<file path="src/rtl/error_gain_scheduler.sv">
// -----------------------------------------------------------------------------
// error_gain_scheduler
//
// Gain-scheduling controller for the ADPLL four-input error combiner. It
// watches the primary phase-error stream, runs an ACQUIRE / TRACK / LOCKED
// state machine driven by consecutive-sample counting, and produces
// registered combiner weights. The weights step down as lock is approached:
//   ACQUIRE = 4,2,1,1   TRACK = 2,2,1,1   LOCKED = 1,1,1,1
//
// Build option:
//   ERROR_GAIN_SCHED_STEPDOWN_EN  defined   -> an unlock in LOCKED falls back
//                                              to TRACK.
//                                 undefined -> an unlock in LOCKED falls back
//                                              to ACQUIRE.
//
// Ports:
//   clk_i            single clock, all state changes on the rising edge
//   reset_i          synchronous active-high reset (highest priority)
//   sample_valid_i   one-cycle strobe qualifying error_0_i
//   error_0_i        signed primary phase error
//   force_acquire_i  synchronous restart of acquisition (beats a sample)
//   weight_0_o..3_o  registered combiner weights, decoded from next state
//   state_o          0=ACQUIRE, 1=TRACK, 2=LOCKED
//   locked_o         high only while LOCKED
//   weights_update_o one-cycle pulse after every state change
// -----------------------------------------------------------------------------
module error_gain_scheduler #(
    parameter int ERROR_WIDTH   = 8,
    parameter int WEIGHT_WIDTH  = 3,
    parameter int LOCK_THRESH   = 4,
    parameter int UNLOCK_THRESH = 16,
    parameter int LOCK_COUNT    = 16,
    parameter int UNLOCK_COUNT  = 4
) (
    input  logic                          clk_i,
    input  logic                          reset_i,
    input  logic                          sample_valid_i,
    input  logic signed [ERROR_WIDTH-1:0] error_0_i,
    input  logic                          force_acquire_i,
    output logic [WEIGHT_WIDTH-1:0]       weight_0_o,
    output logic [WEIGHT_WIDTH-1:0]       weight_1_o,
    output logic [WEIGHT_WIDTH-1:0]       weight_2_o,
    output logic [WEIGHT_WIDTH-1:0]       weight_3_o,
    output logic [1:0]                    state_o,
    output logic                          locked_o,
    output logic                          weights_update_o
);

    typedef enum logic [1:0] {
        ST_ACQUIRE = 2'd0,
        ST_TRACK   = 2'd1,
        ST_LOCKED  = 2'd2
    } state_t;

    localparam int MAX_COUNT = (LOCK_COUNT > UNLOCK_COUNT) ? LOCK_COUNT : UNLOCK_COUNT;
    localparam int CNT_W     = $clog2(MAX_COUNT + 1);

    localparam logic [CNT_W-1:0] ACQ_TARGET    = CNT_W'(LOCK_COUNT / 2);
    localparam logic [CNT_W-1:0] TRACK_TARGET  = CNT_W'(LOCK_COUNT);
    localparam logic [CNT_W-1:0] UNLOCK_TARGET = CNT_W'(UNLOCK_COUNT);

    localparam logic [ERROR_WIDTH:0] LOCK_LIMIT   = (ERROR_WIDTH + 1)'(LOCK_THRESH);
    localparam logic [ERROR_WIDTH:0] UNLOCK_LIMIT = (ERROR_WIDTH + 1)'(UNLOCK_THRESH);

`ifdef ERROR_GAIN_SCHED_STEPDOWN_EN
    localparam state_t UNLOCK_DEST = ST_TRACK;
`else
    localparam state_t UNLOCK_DEST = ST_ACQUIRE;
`endif

    // Weight table indexed by state and combiner input.
    function automatic logic [WEIGHT_WIDTH-1:0] weight_for(input state_t s, input int idx);
        logic [WEIGHT_WIDTH-1:0] w;
        w = WEIGHT_WIDTH'(1);
        case (idx)
            0: begin
                case (s)
                    ST_ACQUIRE: w = WEIGHT_WIDTH'(4);
                    ST_TRACK:   w = WEIGHT_WIDTH'(2);
                    default:    w = WEIGHT_WIDTH'(1);
                endcase
            end
            1: w = (s == ST_LOCKED) ? WEIGHT_WIDTH'(1) : WEIGHT_WIDTH'(2);
            default: w = WEIGHT_WIDTH'(1);
        endcase
        return w;
    endfunction

    state_t            state_reg, state_next;
    logic [CNT_W-1:0]  cnt_reg, cnt_next;
    logic [CNT_W-1:0]  cnt_inc;
    logic              locked_reg;
    logic              update_reg;

    // Magnitude in one extra bit so the most negative code does not wrap.
    logic signed [ERROR_WIDTH:0] err_ext;
    logic [ERROR_WIDTH:0]        err_mag;
    logic                        in_window;
    logic                        bad_sample;

    assign err_ext    = {error_0_i[ERROR_WIDTH-1], error_0_i};
    assign err_mag    = err_ext[ERROR_WIDTH] ? $unsigned(-err_ext) : $unsigned(err_ext);
    assign in_window  = (err_mag <= LOCK_LIMIT);
    assign bad_sample = (err_mag > UNLOCK_LIMIT);
    assign cnt_inc    = cnt_reg + CNT_W'(1);

    always_comb begin
        state_next = state_reg;
        cnt_next   = cnt_reg;
        if (force_acquire_i) begin
            state_next = ST_ACQUIRE;
            cnt_next   = '0;
        end else if (sample_valid_i) begin
            case (state_reg)
                ST_ACQUIRE: begin
                    if (in_window) begin
                        if (cnt_inc == ACQ_TARGET) begin
                            state_next = ST_TRACK;
                            cnt_next   = '0;
                        end else begin
                            cnt_next = cnt_inc;
                        end
                    end else begin
                        cnt_next = '0;
                    end
                end
                ST_TRACK: begin
                    if (bad_sample) begin
                        state_next = ST_ACQUIRE;
                        cnt_next   = '0;
                    end else if (in_window) begin
                        if (cnt_inc == TRACK_TARGET) begin
                            state_next = ST_LOCKED;
                            cnt_next   = '0;
                        end else begin
                            cnt_next = cnt_inc;
                        end
                    end else begin
                        // Between the thresholds: not bad enough to drop
                        // back, but the in-window run is broken.
                        cnt_next = '0;
                    end
                end
                ST_LOCKED: begin
                    if (bad_sample) begin
                        if (cnt_inc == UNLOCK_TARGET) begin
                            state_next = UNLOCK_DEST;
                            cnt_next   = '0;
                        end else begin
                            cnt_next = cnt_inc;
                        end
                    end else begin
                        cnt_next = '0;
                    end
                end
                default: begin
                    state_next = ST_ACQUIRE;
                    cnt_next   = '0;
                end
            endcase
        end
    end

    always_ff @(posedge clk_i) begin
        if (reset_i) begin
            state_reg  <= ST_ACQUIRE;
            cnt_reg    <= '0;
            locked_reg <= 1'b0;
            update_reg <= 1'b0;
        end else begin
            state_reg  <= state_next;
            cnt_reg    <= cnt_next;
            locked_reg <= (state_next == ST_LOCKED);
            update_reg <= (state_next != state_reg);
        end
    end

    // Weights decode the next state so they move on the same edge as state_o.
    logic [WEIGHT_WIDTH-1:0] weight_reg [4];

    generate
        for (genvar gi = 0; gi < 4; gi++) begin : g_weight
            always_ff @(posedge clk_i) begin
                if (reset_i) begin
                    weight_reg[gi] <= weight_for(ST_ACQUIRE, gi);
                end else begin
                    weight_reg[gi] <= weight_for(state_next, gi);
                end
            end
        end
    endgenerate

    assign weight_0_o       = weight_reg[0];
    assign weight_1_o       = weight_reg[1];
    assign weight_2_o       = weight_reg[2];
    assign weight_3_o       = weight_reg[3];
    assign state_o          = state_reg;
    assign locked_o         = locked_reg;
    assign weights_update_o = update_reg;

endmodule
</file>
<file path="config.mk">
export PLATFORM = sky130hd
export DESIGN_NAME = error_gain_scheduler
export DESIGN_NICKNAME = d
export VERILOG_FILES = /design/src/rtl/error_gain_scheduler.sv
export SDC_FILE = /design/constraint.sdc
export NUM_CORES = 1
export LEC_CHECK = 0
export ABC_AREA = 1
export CAP_MARGIN = 20
export CORE_ASPECT_RATIO = 1.5
export CORE_MARGIN = 10
export CORE_UTILIZATION = 40
export CTS_BUF_LIST = sky130_fd_sc_hd__clkbuf_16
export CTS_CLUSTER_SIZE = 24
export DETAILED_ROUTE_END_ITERATION = 16
export PLACE_DENSITY = 0.77
export SLEW_MARGIN = 15
export SYNTH_ARGS = -nofsm -noshare
export SYNTH_HDL_FRONTEND = slang
export SYNTH_SLANG_ARGS = --single-unit
</file>
<file path="constraint.sdc">
create_clock -name clk_i -period 2 [get_ports clk_i]
set_input_delay 0.6 -clock clk_i [delete_from_list [all_inputs] [get_ports clk_i]]
set_output_delay 0.6 -clock clk_i [all_outputs]
set_load 0.1 [all_outputs]
</file>
### Word-level counts from Yosys, hierarchy flattened

Memory sizes are Yosys's and may differ from the RTL's.
Index checks and enable logic that the tools add are counted.
W data, S select, Z words.

* muxes and demuxes: 31
* bitwise operators: 4
* equality and inequality tests: 8
* reduce and logical (&&, ||, !) cells: 3
* $add $sub $neg: 2
* magnitude comparators: 2

Operators by type and width (number)
* $mux W5: 7
* $mux W3: 7
* $mux W2: 10
* $pmux W5 S3: 1
* $gt A9 B5 Y1 const B: 1
* $le A9 B3 Y1 const B: 1
* $mux W9: 1
* $neg A8 Y9: 1
* $pmux W2 S3: 1
* $pmux W3 S2: 1
* $add A5 B1 Y5 const B: 1
* $eq A5 B3 Y1 const B: 1
* $eq A5 B4 Y1 const B: 1
* $eq A5 B5 Y1 const B: 1
* $eq A2 B1 Y1 const B: 2
* $eq A2 B2 Y1 const B: 2
* $logic_not A2 Y1: 2
* $or A1 B1 Y1: 4
* $mux W1: 3
* $ne A2 B2 Y1: 1
* $reduce_or A2 Y1: 1

* memories: 1
* memory bits (writable): 12
* input port bits: 12
* flip-flop bits (word level): 9
* output and inout port bits: 16

Memory list
* weight_reg: depth 4, bits a word 3, read ports 4, clocked after memory_dff 0, wr ports 4, RTL line 179 `logic [WEIGHT_WIDTH-1:0] weight_reg [4];`

### Longest topological paths before layout

* word-level depth: 12
* depth in mapped cells: 20

### Least setup slack after synthesis

No wires, ideal clock.

* path kind: register to register
* from: register state_reg[0], in the netlist state_o[0]
* to: memory weight_reg[0][2]
* library setup time: 0.113 ns
* buffers on the path: 0
* setup slack: -0.261 ns
* clock period less this slack: 2.261 ns
* arrival time: 2.148 ns
* stages on the path, launching flop included: 12
* cells stage by stage: dfxtp_1 -> inv_1 -> nor2_1 -> inv_1 -> nor2_4 -> nand2_2 -> nand3_2 -> nand2_2 -> a21oi_2 -> inv_2 -> nor2_4 -> nor2_1

RTL lines
* start: declaration: RTL line 89 `state_t state_reg, state_next;`
* start signal: assignment: RTL line 171 `state_reg <= state_next;`
* end: declaration: RTL line 179

### Final worst setup path

* from: input error_0_i[0]
* to: register update_reg, in the netlist weights_update_o

* cells in the longest elaborated chain, start to end: 9
* elaborated cells between the ends (all ways): 12
* those cells by class: add/sub (1); order compare (2); eq/ne (1); mux (8)

RTL lines
* start: declaration: RTL line 38 `input logic signed [ERROR_WIDTH-1:0] error_0_i,`
* $neg A8 Y9: RTL line 102 `assign err_mag = err_ext[ERROR_WIDTH] ? $unsigned(-err_ext) : $unsigned(err_ext);`
* $mux W9 *: RTL line 102
* $le A9 B3 Y1: RTL line 103 `assign in_window = (err_mag <= LOCK_LIMIT);`
* $mux W2: RTL line 131 `end else if (in_window) begin`
* $mux W2: RTL line 128 `if (bad_sample) begin`
* $pmux W2 S3 *: RTL line 114 `case (state_reg)`
* $mux W2 *: RTL line 113 `end else if (sample_valid_i) begin`
* $mux W2 *: RTL line 110 `if (force_acquire_i) begin`
* $ne A2 B2 Y1 *: RTL line 174 `update_reg <= (state_next != state_reg);`
* end signal: assignment: RTL line 174
* end: declaration: RTL line 93 `logic update_reg;`

Every way passes the cells marked *; elsewhere a longest branch is shown, timed or not.
A chain may end at the register's enable or synchronous reset.

==> summary.txt <==
Run status
  • Outcome: finished clean

Critical path
  • Kind of critical path: input port to flip-flop
  • CP endpoint kind: flip-flop
  • CP required: 2.14 ns
  • CP Max Fanout: 3
  • Worst setup SP type: input port
  • FF-to-FF setup slack: 0.06 ns
  • Critical path arrival: 2.11 ns

Layout
  • Fill cells: 230
  • Diode count: 0
  • Synth-to-Final Area Change: 50.5%
  • Nets: 208
  • Final core utilization: 0.615
  • Final Instance Area: 1630 µm²
  • Layout cells sized above 1: 0.420

CTS
  • Root Buffer: clkbuf_16
  • Clock buffer depth: 2
  • Clock sinks: 13
  • Clk slew on worst S/H paths: 0.05 ns
  • TritonCTS Buffers: 3
  • TritonCTS clock tree: yes
  • Post-CTS Hold Buffers: 0
  • H-tree Lvls: 1
  • Clk_lat worst skew: 0.24 ns

Flow run
  • Max_cap viols: 0

STA
  • Layout Skew: 0.00418 ns
  • # setup viols final: 0
  • Final period util: 0.989
  • Setup TNS: 0 ns
  • Hold slack final: 0.527 ns
  • Max Clk Rate: 0.506 GHz
  • Fin. max-slew vios: 0
  • Count of final hold-check violations: 0
  • Crit path time final: 1.98 ns
  • RSZ-0062 raised after global routing: yes

Synthesis
  • Top-count cell post-synth: nand2_1
  • Syn_area_per_cell: 6.60 µm²
  • Distinct cells, synth: 29
  • Cell Area, Synth: 1080 µm²
  • FF+latch count, synth: 13
  • Synthesis Warnings: 0
  • Post-synthesis cell count: 164
  • Most common flop cell mapped by yosys: dfxtp_1
  • Top cells by area, synth: dfxtp_1 24%, nand2_1 14%, inv_1 6.2%
  • Yosys top cell by area: dfxtp_1
  • Number of synthesized flops with an enable pin: 0
  • Post-synth top area share: 0.240
  • Sequential share of the synthesized area: 0.240
  • Asr flop ratio synth: 0
  • Top post-synthesis cells by count: 40 x nand2_1, 18 x inv_1, 13 x dfxtp_1, 13 x nand3_1, 12 x nor2_1

Route
  • Initial DRC count: 28
  • Final wirelength: 2.71 mm
  • DR pass1 iterations: 4
  • DR vias: 1114
  • DRC viols: 0
  • DR vias/cell: 4.84
  • Antenna Nets Post-Route: 0
  • Routed len/inst: 11.8 µm

Placement
  • Area after DPL: 1430 µm²
  • Placer Congestion: 0.832
  • PortBufs: 20
  • Hpwl dp: 2.06 mm

Die
  • CORE AREA: 2650 µm²
  • Full die area: 5230 µm²
  • Initial Utilization: 0.409
  • Die width: 62.5 µm
  • # rows: 23
  • Die Y-Extent: 83.7 µm
  • I/O pin cnt: 28

GRT
  • Vias in the first global route: 1059
  • GR Overflow Total: 0
  • Largest net degree at the start of global routing: 12
  • First-pass GRT wire length: 4.30 mm
  • GRT Total Usage: 0.0979
  • Initial antenna violation count: 0

Pwr
  • Peak VDD IR: 441 µV
  • P per Cell Area: 568 nW/µm²
  • Leak pwr: 0.734 nW

Worst hold path
  • HP Class: flip-flop to flip-flop
cell type report:
class | instances | area (µm²) | area share
clock buffers | 3 | 75.1 | 0.0461
clock inverters | 1 | 3.75 | 0.00230
inverters | 24 | 97.6 | 0.0599
multi-input cells | 122 | 779 | 0.478
flip-flops and latches | 13 | 263 | 0.161
well taps | 37 | 46.3 | 0.0284
repair buffers | 30 | 364 | 0.224
per-stage QoR:
stage / setup slack (ns) / power (mW) / cells
finish: 0.0226 / 0.925 / 230
floorplan: 0.00356 / 0.472 / 169
global route: -0.127 / 0.964 / 230
global placement: -0.648 / 0.536 / 222
CTS: 0.00649 / 0.917 / 230
detailed placement: -0.675 / 0.538 / 222
layout by cell type, fill, tap and decap left out, types with 4 or more instances in the layout:
cell type	netlist	final
inv_1	18	16
a21oi_1	7	5
a21oi_2	2	4
nand4_1	4	4
nand2_1	40	36
buf_4	8	9
conb_1	2	7
dfxtp_1	13	11
inv_2	6	7
nor2_1	12	9
nor2_4	4	6
clkdlybuf4s50_1	0	4
nand3_2	4	8
buf_12	0	9
nand3_1	13	8
nand2_2	8	11
routing by layer:
layer,vias up,routed length [µm],part of all wire,GRT usage
met4,0,68,0.025,0.0531
met1,517,1010,0.37,0.0925
li1,573,-,-,-
met3,6,71,0.026,0.0175
met5,-,0,0,0
met2,18,1560,0.58,0.190
path summary, 6_finish.rpt:
kind / to / startpoint / depth (start not counted)
setup reg to reg: weights_update_o / cnt_reg[1] / 16
setup / recovery: weights_update_o / error_0_i[0] / 20
hold reg to reg: cnt_reg[3] / cnt_reg[3] / 2
hold / removal: cnt_reg[3] / cnt_reg[3] / 2
where the power goes:
| part | switching [mW] | internal (mW) | leakage (nW) |
|---|---|---|---|
| Sequential | 0.00839 | 0.266 | 0.106 |
| Clock | 0.105 | 0.263 | 0.0423 |
| Combinational | 0.193 | 0.0887 | 0.585 |
cells by family after synthesis:
kind of cell,synth area share
and+or+nand+nor,0.483
buffers and inverters,0.154
AOI/OAI and AO/OA,0.0925
DFF,0.240
adders and majority gates,0.0231
other,0.00694
critical path: stages:
cell	delay, ns
buf_8	0.08
inv_6	0.03
buf_4	0.14
nand2_4	0.07
buf_4	0.10
nand2_1	0.04
nand2_1	0.08
nand3_2	0.10
nor2_4	0.16
nand2_2	0.10
inv_2	0.07
nand2_2	0.05
nand3_2	0.08
nand2_2	0.06
nand2_1	0.06
nand2_1	0.07
inv_1	0.08
nand3_2	0.06
nand2_1	0.06
inv_1	0.03
what timing repair did:
action,in CTS,in global routing
pin swaps,13,23
setup endpoints to repair,13,13
buffers inserted,4,0
gates resized for setup,26,27
Note: power is estimated with default switching activity, not from simulation.
